[src/rtl/ibex_multdiv_pkg.sv]
// Shared types and constants for the MUL/DIV issue front-end and ibex_multdiv_slow.
//   md_op_e    : operator encoding carried on req_op_i / operator_o
//   md_issue_e : sequencer states of ibex_multdiv_issue
//   IMD_W/OP_W : intermediate-register and operand widths
package ibex_multdiv_pkg;

  localparam int unsigned IMD_W = 34;
  localparam int unsigned OP_W  = 32;

  typedef enum logic [2:0] {
    MD_OP_MULL = 3'd0,
    MD_OP_MULH = 3'd1,
    MD_OP_DIV  = 3'd2,
    MD_OP_REM  = 3'd3
  } md_op_e;

  typedef enum logic [1:0] {
    MD_IDLE,
    MD_BUSY,
    MD_DONE
  } md_issue_e;

  function automatic logic is_mult_op(md_op_e op);
    return (op == MD_OP_MULL) || (op == MD_OP_MULH);
  endfunction

endpackage

[src/rtl/ibex_multdiv_issue_if.sv]
// Request and writeback handshakes of ibex_multdiv_issue.
//   master : requester / writeback side (drives req_*_i and wb_ready_i)
//   slave  : the issue unit (drives req_ready_o and wb_*_o)
interface ibex_multdiv_issue_if;
  import ibex_multdiv_pkg::*;

  logic            req_valid_i;
  logic            req_ready_o;
  md_op_e          req_op_i;
  logic [1:0]      req_signed_mode_i;
  logic [OP_W-1:0] req_op_a_i;
  logic [OP_W-1:0] req_op_b_i;
  logic [4:0]      req_rd_i;

  logic            wb_valid_o;
  logic            wb_ready_i;
  logic [OP_W-1:0] wb_data_o;
  logic [4:0]      wb_rd_o;

  modport master (
    output req_valid_i, req_op_i, req_signed_mode_i, req_op_a_i, req_op_b_i, req_rd_i,
    output wb_ready_i,
    input  req_ready_o, wb_valid_o, wb_data_o, wb_rd_o
  );

  modport slave (
    input  req_valid_i, req_op_i, req_signed_mode_i, req_op_a_i, req_op_b_i, req_rd_i,
    input  wb_ready_i,
    output req_ready_o, wb_valid_o, wb_data_o, wb_rd_o
  );

endinterface

[src/rtl/ibex_multdiv_adder.sv]
// Shared 33-bit adder with carry and zero detect.
//   operand_a_i/operand_b_i : 33-bit addends (bit 0 is the carry-in slot)
//   adder_ext_o             : 34-bit sum including carry out
//   adder_o                 : sum bits [32:1]
//   equal_to_zero_o         : adder_o == 0
module ibex_multdiv_adder
  import ibex_multdiv_pkg::*;
(
  input  logic [32:0]       operand_a_i,
  input  logic [32:0]       operand_b_i,
  output logic [IMD_W-1:0]  adder_ext_o,
  output logic [OP_W-1:0]   adder_o,
  output logic              equal_to_zero_o
);

  assign adder_ext_o     = {1'b0, operand_a_i} + {1'b0, operand_b_i};
  assign adder_o         = adder_ext_o[32:1];
  assign equal_to_zero_o = (adder_o == '0);

endmodule

[src/rtl/ibex_multdiv_issue.sv]
// Issue front-end / sequencer for ibex_multdiv_slow.
//   clk, rst_n            : clock, asynchronous active-low reset
//   md_if (slave)         : request valid/ready + writeback valid/ready
//   flush_i               : kill in-flight request or pending result
//   mult_*/div_*, operator_o, signed_mode_o, op_a_o, op_b_o : slow-unit controls
//   alu_*                 : shared adder used by the slow unit
//   imd_val_*             : the two 34-bit intermediate registers
//   valid_i, multdiv_result_i : slow-unit completion
module ibex_multdiv_issue
  import ibex_multdiv_pkg::*;
#(
  parameter bit DataIndTiming = 1'b0
) (
  input  logic                 clk,
  input  logic                 rst_n,
  ibex_multdiv_issue_if.slave  md_if,
  input  logic                 flush_i,
  output logic                 mult_en_o,
  output logic                 div_en_o,
  output logic                 mult_sel_o,
  output logic                 div_sel_o,
  output md_op_e               operator_o,
  output logic [1:0]           signed_mode_o,
  output logic [OP_W-1:0]      op_a_o,
  output logic [OP_W-1:0]      op_b_o,
  output logic                 data_ind_timing_o,
  output logic                 multdiv_ready_id_o,
  input  logic [32:0]          alu_operand_a_i,
  input  logic [32:0]          alu_operand_b_i,
  output logic [IMD_W-1:0]     alu_adder_ext_o,
  output logic [OP_W-1:0]      alu_adder_o,
  output logic                 equal_to_zero_o,
  input  logic [IMD_W-1:0]     imd_val_d_i [2],
  input  logic [1:0]           imd_val_we_i,
  output logic [IMD_W-1:0]     imd_val_q_o [2],
  input  logic                 valid_i,
  input  logic [OP_W-1:0]      multdiv_result_i
);

  md_issue_e       state_q, state_d;
  logic            kill_q, kill_d;
  md_op_e          op_q, op_d;
  logic [1:0]      sm_q, sm_d;
  logic [OP_W-1:0] a_q, a_d, b_q, b_d, data_q, data_d;
  logic [4:0]      rd_q, rd_d;
  logic [IMD_W-1:0] imd_q [2];
  logic [IMD_W-1:0] imd_d [2];

  logic req_ready, wb_valid, busy_mult, busy_div;

  always_comb begin
    state_d   = state_q;
    kill_d    = kill_q;
    op_d      = op_q;
    sm_d      = sm_q;
    a_d       = a_q;
    b_d       = b_q;
    rd_d      = rd_q;
    data_d    = data_q;
    req_ready = 1'b0;
    wb_valid  = 1'b0;
    busy_mult = 1'b0;
    busy_div  = 1'b0;
    multdiv_ready_id_o = 1'b0;
    unique case (state_q)
      MD_IDLE: begin
        req_ready = 1'b1;
        if (md_if.req_valid_i) begin
          op_d    = md_if.req_op_i;
          sm_d    = md_if.req_signed_mode_i;
          a_d     = md_if.req_op_a_i;
          b_d     = md_if.req_op_b_i;
          rd_d    = md_if.req_rd_i;
          kill_d  = 1'b0;
          state_d = MD_BUSY;
        end
      end
      MD_BUSY: begin
        multdiv_ready_id_o = 1'b1;
        busy_mult = is_mult_op(op_q);
        busy_div  = ~is_mult_op(op_q);
        // Enables stay up after a flush so the slow unit runs back to idle;
        // its result is then discarded.
        if (flush_i) kill_d = 1'b1;
        if (valid_i) begin
          if (kill_q || flush_i) begin
            state_d = MD_IDLE;
          end else begin
            data_d  = multdiv_result_i;
            state_d = MD_DONE;
          end
        end
      end
      MD_DONE: begin
        wb_valid = 1'b1;
        if (md_if.wb_ready_i || flush_i) state_d = MD_IDLE;
      end
      default: state_d = MD_IDLE;
    endcase
  end

  always_comb begin
    for (int unsigned k = 0; k < 2; k++) begin
      imd_d[k] = imd_val_we_i[k] ? imd_val_d_i[k] : imd_q[k];
    end
  end

  always_ff @(posedge clk or negedge rst_n) begin
    if (!rst_n) begin
      state_q <= MD_IDLE;
      kill_q  <= 1'b0;
      op_q    <= MD_OP_MULL;
      sm_q    <= '0;
      a_q     <= '0;
      b_q     <= '0;
      rd_q    <= '0;
      data_q  <= '0;
      for (int unsigned k = 0; k < 2; k++) imd_q[k] <= '0;
    end else begin
      state_q <= state_d;
      kill_q  <= kill_d;
      op_q    <= op_d;
      sm_q    <= sm_d;
      a_q     <= a_d;
      b_q     <= b_d;
      rd_q    <= rd_d;
      data_q  <= data_d;
      for (int unsigned k = 0; k < 2; k++) imd_q[k] <= imd_d[k];
    end
  end

  assign md_if.req_ready_o = req_ready;
  assign md_if.wb_valid_o  = wb_valid;
  assign md_if.wb_data_o   = data_q;
  assign md_if.wb_rd_o     = rd_q;

  assign mult_en_o         = busy_mult;
  assign mult_sel_o        = busy_mult;
  assign div_en_o          = busy_div;
  assign div_sel_o         = busy_div;
  assign operator_o        = op_q;
  assign signed_mode_o     = sm_q;
  assign op_a_o            = a_q;
  assign op_b_o            = b_q;
  assign data_ind_timing_o = DataIndTiming;
  assign imd_val_q_o       = imd_q;

  ibex_multdiv_adder u_adder (
    .operand_a_i     (alu_operand_a_i),
    .operand_b_i     (alu_operand_b_i),
    .adder_ext_o     (alu_adder_ext_o),
    .adder_o         (alu_adder_o),
    .equal_to_zero_o (equal_to_zero_o)
  );

endmodule

[src/flat_wrapper.sv]
// flat-port wrapper written by rule: the top's interface ports become plain ports
module ibex_multdiv_issue_flat import ibex_multdiv_pkg::*;
#(
  parameter bit DataIndTiming = 1'b0
)
  (clk, rst_n, flush_i, mult_en_o, div_en_o, mult_sel_o, div_sel_o, operator_o, signed_mode_o, op_a_o, op_b_o, data_ind_timing_o, multdiv_ready_id_o, alu_operand_a_i, alu_operand_b_i, alu_adder_ext_o, alu_adder_o, equal_to_zero_o, imd_val_d_i, imd_val_we_i, imd_val_q_o, valid_i, multdiv_result_i, md_if_req_valid_i, md_if_req_op_i, md_if_req_signed_mode_i, md_if_req_op_a_i, md_if_req_op_b_i, md_if_req_rd_i, md_if_wb_ready_i, md_if_req_ready_o, md_if_wb_valid_o, md_if_wb_data_o, md_if_wb_rd_o);
  ibex_multdiv_issue_if md_if_i ();
  input  logic clk;
  input  logic rst_n;
  input  logic flush_i;
  output logic mult_en_o;
  output logic div_en_o;
  output logic mult_sel_o;
  output logic div_sel_o;
  output md_op_e operator_o;
  output logic [1:0] signed_mode_o;
  output logic [OP_W-1:0] op_a_o;
  output logic [OP_W-1:0] op_b_o;
  output logic data_ind_timing_o;
  output logic multdiv_ready_id_o;
  input  logic [32:0] alu_operand_a_i;
  input  logic [32:0] alu_operand_b_i;
  output logic [IMD_W-1:0] alu_adder_ext_o;
  output logic [OP_W-1:0] alu_adder_o;
  output logic equal_to_zero_o;
  input  logic [IMD_W-1:0] imd_val_d_i[2];
  input  logic [1:0] imd_val_we_i;
  output logic [IMD_W-1:0] imd_val_q_o[2];
  input  logic valid_i;
  input  logic [OP_W-1:0] multdiv_result_i;
  input wire logic [$bits(md_if_i.req_valid_i)-1:0] md_if_req_valid_i;
  input wire logic [$bits(md_if_i.req_op_i)-1:0] md_if_req_op_i;
  input wire logic [$bits(md_if_i.req_signed_mode_i)-1:0] md_if_req_signed_mode_i;
  input wire logic [$bits(md_if_i.req_op_a_i)-1:0] md_if_req_op_a_i;
  input wire logic [$bits(md_if_i.req_op_b_i)-1:0] md_if_req_op_b_i;
  input wire logic [$bits(md_if_i.req_rd_i)-1:0] md_if_req_rd_i;
  input wire logic [$bits(md_if_i.wb_ready_i)-1:0] md_if_wb_ready_i;
  output wire logic [$bits(md_if_i.req_ready_o)-1:0] md_if_req_ready_o;
  output wire logic [$bits(md_if_i.wb_valid_o)-1:0] md_if_wb_valid_o;
  output wire logic [$bits(md_if_i.wb_data_o)-1:0] md_if_wb_data_o;
  output wire logic [$bits(md_if_i.wb_rd_o)-1:0] md_if_wb_rd_o;
  assign md_if_i.req_valid_i = md_if_req_valid_i;
  assign md_if_i.req_op_i = md_if_req_op_i;
  assign md_if_i.req_signed_mode_i = md_if_req_signed_mode_i;
  assign md_if_i.req_op_a_i = md_if_req_op_a_i;
  assign md_if_i.req_op_b_i = md_if_req_op_b_i;
  assign md_if_i.req_rd_i = md_if_req_rd_i;
  assign md_if_i.wb_ready_i = md_if_wb_ready_i;
  assign md_if_req_ready_o = md_if_i.req_ready_o;
  assign md_if_wb_valid_o = md_if_i.wb_valid_o;
  assign md_if_wb_data_o = md_if_i.wb_data_o;
  assign md_if_wb_rd_o = md_if_i.wb_rd_o;
  ibex_multdiv_issue #(.DataIndTiming(DataIndTiming)) u_core (.clk(clk), .rst_n(rst_n), .md_if(md_if_i), .flush_i(flush_i), .mult_en_o(mult_en_o), .div_en_o(div_en_o), .mult_sel_o(mult_sel_o), .div_sel_o(div_sel_o), .operator_o(operator_o), .signed_mode_o(signed_mode_o), .op_a_o(op_a_o), .op_b_o(op_b_o), .data_ind_timing_o(data_ind_timing_o), .multdiv_ready_id_o(multdiv_ready_id_o), .alu_operand_a_i(alu_operand_a_i), .alu_operand_b_i(alu_operand_b_i), .alu_adder_ext_o(alu_adder_ext_o), .alu_adder_o(alu_adder_o), .equal_to_zero_o(equal_to_zero_o), .imd_val_d_i(imd_val_d_i), .imd_val_we_i(imd_val_we_i), .imd_val_q_o(imd_val_q_o), .valid_i(valid_i), .multdiv_result_i(multdiv_result_i));
endmodule
[config.mk]
export PLATFORM = sky130hd
export DESIGN_NAME = ibex_multdiv_issue_flat
export DESIGN_NICKNAME = d
export VERILOG_FILES = /design/src/rtl/ibex_multdiv_pkg.sv /design/src/rtl/ibex_multdiv_issue_if.sv /design/src/rtl/ibex_multdiv_adder.sv /design/src/rtl/ibex_multdiv_issue.sv /design/src/flat_wrapper.sv
export SDC_FILE = /design/constraint.sdc
export NUM_CORES = 1
export LEC_CHECK = 0
export ABC_CLOCK_PERIOD_IN_PS = 6600
export CORE_AREA = 2 2 194 196
export CTS_CLUSTER_DIAMETER = 80
export DETAILED_ROUTE_END_ITERATION = 7
export DIE_AREA = 0 0 196 198
export HOLD_SLACK_MARGIN = 0.05
export PLACE_DENSITY_LB_ADDON = 0.2
export SETUP_SLACK_MARGIN = 0.5
export SYNTH_ARGS = -nofsm -noshare
export SYNTH_HDL_FRONTEND = slang
export SYNTH_SLANG_ARGS = --single-unit
[constraint.sdc]
create_clock -name clk -period 6.6 [get_ports clk]
set_input_delay 1.32 -clock clk [delete_from_list [all_inputs] [get_ports clk]]
set_output_delay 1.32 -clock clk [all_outputs]
set_load 0.02 [all_outputs]
== Word level (Yosys, flattened, before mapping) ==
Index checks and enable logic that the tools add are counted.
Storage, ports and cells
  bits of input ports: 248
  bits in latches: 0
  bits in read-only memories: 0
  register bits after elaboration: 177
  memories: 0
  RAM bits: 0
  output and inout port bits: 249
  logic and storage cells: 44
Operators by class
  muxes and demuxes: 13
  div/mod/pow operators: 0
  shift-type cells: 0
  eq/ne operators: 7
  $lt $le $gt $ge: 0
  bitwise gates (word level): 2
  reductions and logical operators: 11
  add/sub/neg operators: 1
  multipliers: 0
Operator list (number)
  adder 33 x 33 -> 34 bit: 1
  logical NOT 32 bit: 1
  AND reduction 3 bit: 3
  2-to-1 mux 2 bit: 4
  2-to-1 mux 1 bit: 7
  inequality test 2 bit, second input constant: 3
  case mux 2 bit (3 select lines): 1
  == test 3 x 1 -> 1 bit, second input constant: 1
  logical NOT 3 bit: 1
  logical OR 1 bit: 3
  == test 2 x 1 -> 1 bit, second input constant: 1
  == test 2 bit, second input constant: 1
  logical NOT 2 bit: 1
  inequality test 2 x 1 -> 1 bit, second input constant: 1
  NOT 1 bit: 2
  case mux 1 bit (2 select lines): 1
  AND reduction 2 bit: 1
  nonzero test 2 bit: 1

== Depth between registers and ports, before layout ==
  depth in word-level cells: 4
  gate-level depth with buffers: 11
  gate-level depth less buffers: 11

== Modules after synthesis ==
A second synthesis with hierarchy kept.
Second synthesis, totals
  cell total of the unflattened synthesis: 711
  area, all modules: 8972.4 um^2
By module, submodules not included
  ibex_multdiv_issue: cells each 389, area an instance 6678.9 um^2, instances 1, seq. area each 4429.2 um^2
  ibex_multdiv_adder: cells each 322, area an instance 2293.4 um^2, instances 1, seq. area each 0.0 um^2

== Least setup slack after synthesis ==
OpenSTA, ideal clock, no wires.
  path type: input -> output
  start: in alu_operand_a_i[0]
  end: out equal_to_zero_o
  cell stages on the path: 11
  slack: 805 ps
  path buffers: 0
  arrival time: 4475 ps
  required time: 5280 ps
  cell sequence: ha_1 > fa_1 > a21o_1 > a21oi_2 > xnor2_1 > or4_1 > or4_1 > or4_1 > nor4_2 > nand4_1 > nor3_2
Between the ends
  word-level cells in the longest chain between the ends: 2
RTL lines
  start: declaration: line flat_wrapper.sv:21  | input logic [32:0] alu_operand_a_i;
  adder 33 x 33 -> 34 bit: line ibex_multdiv_adder.sv:16  | assign adder_ext_o = {1'b0, operand_a_i} + {1'b0, operand_b_i};
  via alu_adder_ext_o[4]: line flat_wrapper.sv:23  | output logic [IMD_W-1:0] alu_adder_ext_o;
  logical NOT 32 bit: line ibex_multdiv_adder.sv:18  | assign equal_to_zero_o = (adder_o == '0);
  end: declaration: line flat_wrapper.sv:25  | output logic equal_to_zero_o;
The timed path passes the listed nets, and every way through them passes these cells.

== Final worst setup path ==
  start: in alu_operand_a_i[3]
  end: out equal_to_zero_o
Between the ends
  word-level cells in the longest chain between the ends: 2
RTL lines (line)
  adder 33 x 33 -> 34 bit: ibex_multdiv_adder.sv:16
  logical NOT 32 bit: ibex_multdiv_adder.sv:18
Every way passes these cells.

==> results.md <==
* Minimum clock period at 6080 ps
* Avg WL per Cell at 17.6 um
* CTS tree: built
* Skew-Pair Late Insertion Delay at 440 ps
* Die Span Y at 198 um
* Die area at 0.0388 mm^2
* Worst relative slew slack at 0.401
* Vias per cell at 4.36
* Synth top area share at 0.503
* Most common cell after layout, fill and taps aside: clkdlybuf4s50_1
* Critical path class: in2out
* Clock Root Buffer: clkbuf_16
* Top area cells in the synthesized netlist: dfrtp_1 50%, mux2_2 13%, nand2_1 11%
* Worst path required time at 5280 ps
* Status: complete, no violations
* Worst reg-to-reg path cell count at 5
* Routed WL at 32.3 mm
* Critical Path AT at 4760 ps
* Primary FF master, synth: dfrtp_1
* First-pass GRT wire length at 48.3 mm
* P&R area growth vs syn at 69.8%
* EDFF count, synth at 0
* Nets at 1634
* IO buf count at 495
* Via count at 8017
* Hold/Removal Path Class: reg2reg
* Syn_nets at 1145
* Clock sinks at 177
* Mean Syn Cell Area at 10.2 um^2
* Maximum clock frequency at 164 MHz
* Fin. max-slew vios at 0
* Residual DRC at 0
* Post-CTS Hold Fix Bufs at 0
* Sequential area share after synthesis at 0.503
* Area after DPL at 0.0143 mm^2
* H-tree depth at 4
* Power per Cell Area at 324 mW/mm^2
* Antenna viol nets, final at 0
* RSZ-0062 raised after global routing: true
* Hold Crit Depth at 2
* Fin Clk Skew at 12.8 ps
* Yosys top cell by area: dfrtp_1
* Slew @ Worst Pin at 899 ps
* Tcrit/Tclk final at 0.921
* Initial antenna violation count at 1
* Synth unique cells at 56
* Largest net degree at the start of global routing at 102
* Final setup viols at 0
* Initial Utilization at 0.238
* Maxcap violations at 0
* Clk buf depth at 2
* Worst setup SP type: input port
* Yosys warnings at 0
* DIE WIDTH at 196 um
* Worst-path clk slew at 70 ps
* Detailed Route Iter0 Violations at 252
* Setup repair bufs after CTS at 0
* FFs w/ async S/R, synth at 1.00
* Routability congestion estimate at 0.876
* Gr ovfl total at 0
* Vias in the first global route at 8217
* Final Hold Viols at 0
* Final Instance Area at 0.0149 mm^2
* Post-Synthesis Cells at 863
* Final Util at 0.404
* FF+latch count, synth at 177
* Leak pwr at 6.50 nW
* Core Area at 0.0370 mm^2
* DP Wirelength at 25.1 mm
* Worst setup EP type: output port
* Peak VDD IR at 0.202 mV
* Ports at 497
* Syn Std Cell Area at 0.00880 mm^2
* Share of cells above drive strength 1 at 0.150
* Cell Rows at 71
* Max FO, Critical Path at 4
* Commonest non-fill, non-tap cells in the layout: 486 x clkdlybuf4s50_1, 252 x nand2_1, 177 x dfrtp_1
* TritonRoute pass-1 iters at 4
* Total track usage at 0.164
* Number of buffers created by CTS at 17
==> final timing paths <==
kind                       slack (ps)                    endpoint               start
setup / recovery                  520             equal_to_zero_o  alu_operand_a_i[3]
hold / removal                    470           u_core.op_b_o[16]   u_core.op_b_o[16]
setup reg to reg                 4670            u_core.op_b_o[5]   u_core.state_q[0]
hold reg to reg                   470           u_core.op_b_o[16]   u_core.op_b_o[16]
max in group asynchronous        4500      u_core.imd_val_q_o[43]               rst_n
min in group asynchronous         890  u_core.md_if.wb_data_o[14]               rst_n
==> where the power goes <==
part | total [mW] | switching [mW] | leakage (nW) | internal (mW)
sequential | 1.57 | 0.174 | 2.13 | 1.40
combinational | 2.30 | 1.17 | 4.12 | 1.12
clock | 0.971 | 0.466 | 0.254 | 0.505
==> registers in the layout, summed over array words and instances, names as in the netlist <==
signal / flops
u_core.imd_val_q_o: 68
u_core.kill_q: 1
u_core.md_if.wb_data_o: 32
u_core.md_if.wb_rd_o: 5
u_core.op_a_o: 32
u_core.op_b_o: 32
u_core.operator_o: 3
u_core.signed_mode_o: 2
u_core.state_q: 2
==> timing repair <==
action	in CTS	in global routing
setup endpoints to repair	5	15
resized for setup	7	26
pin swaps	3	12
==> stage by stage <==
| stage | total power [mW] | hold slack, ps | worst slack, ps | setup TNS, ps | std cells |
|---|---|---|---|---|---|
| detailed placement | 3.89 | 461 | -200 | -200 | 1807 |
| global route | 5.12 | 490 | 345 | 0 | 1838 |
| CTS | 4.91 | 478 | 343 | 0 | 1837 |
| finish | 4.84 | 473 | 519 | 0 | 1838 |
| global placement | 3.89 | 457 | -177 | -177 | 1807 |
| floorplan | 2.68 | 467 | 805 | 0 | 863 |
==> metal layers <==
layer	wire [um]	share of wire	global-route usage	vias to the layer above
met5	0	0	0	-
met4	635	0.020	0.0513	0
met3	2360	0.073	0.0550	26
met2	16600	0.51	0.291	312
met1	12700	0.39	0.186	3810
li1	-	-	-	3869
==> synthesized netlist by cell type (6+ instances only) <==
library cell,n
a21o_1,12
a21oi_1,28
buf_1,8
buf_4,35
clkbuf_1,26
dfrtp_1,177
ha_1,33
mux2_2,101
nand2_1,253
nand3_1,8
nand4_1,8
nor2_1,33
nor3_1,7
o211ai_1,6
o21ai_0,17
xnor2_1,16
xor2_1,10
==> final cells by class <==
cell class                      instances  area (um^2)
Tap cell                              474          593
Clock buffer                           21          460
Fill cell                            3644        22000
Multi-Input combinational cell        611         4050
Timing Repair Buffer                  541         5320
Sequential cell                       177         4430
Inverter                                4         15.0
Clock inverter                          9         73.8
Antenna cell                            1         2.50
==> critical path: stages <==
cell	delay, ps
clkdlybuf4s50_1	410
ha_1	350
buf_4	160
nand4_1	220
a2111oi_1	500
buf_4	190
or3_1	160
a41oi_2	130
xnor2_1	150
or4_1	400
or4_1	420
nor3_2	190
buf_4	170
==> logic make-up after synthesis <==
logic type,synth area share
adders and majority gates,0.0492
other,0.000426
DFF,0.503
and+or+nand+nor,0.167
muxes,0.129
buffers and inverters,0.0472
xor gates and xnor gates,0.0259
AOI/OAI and AO/OA,0.0783
Power figures use the tool's default switching activity.
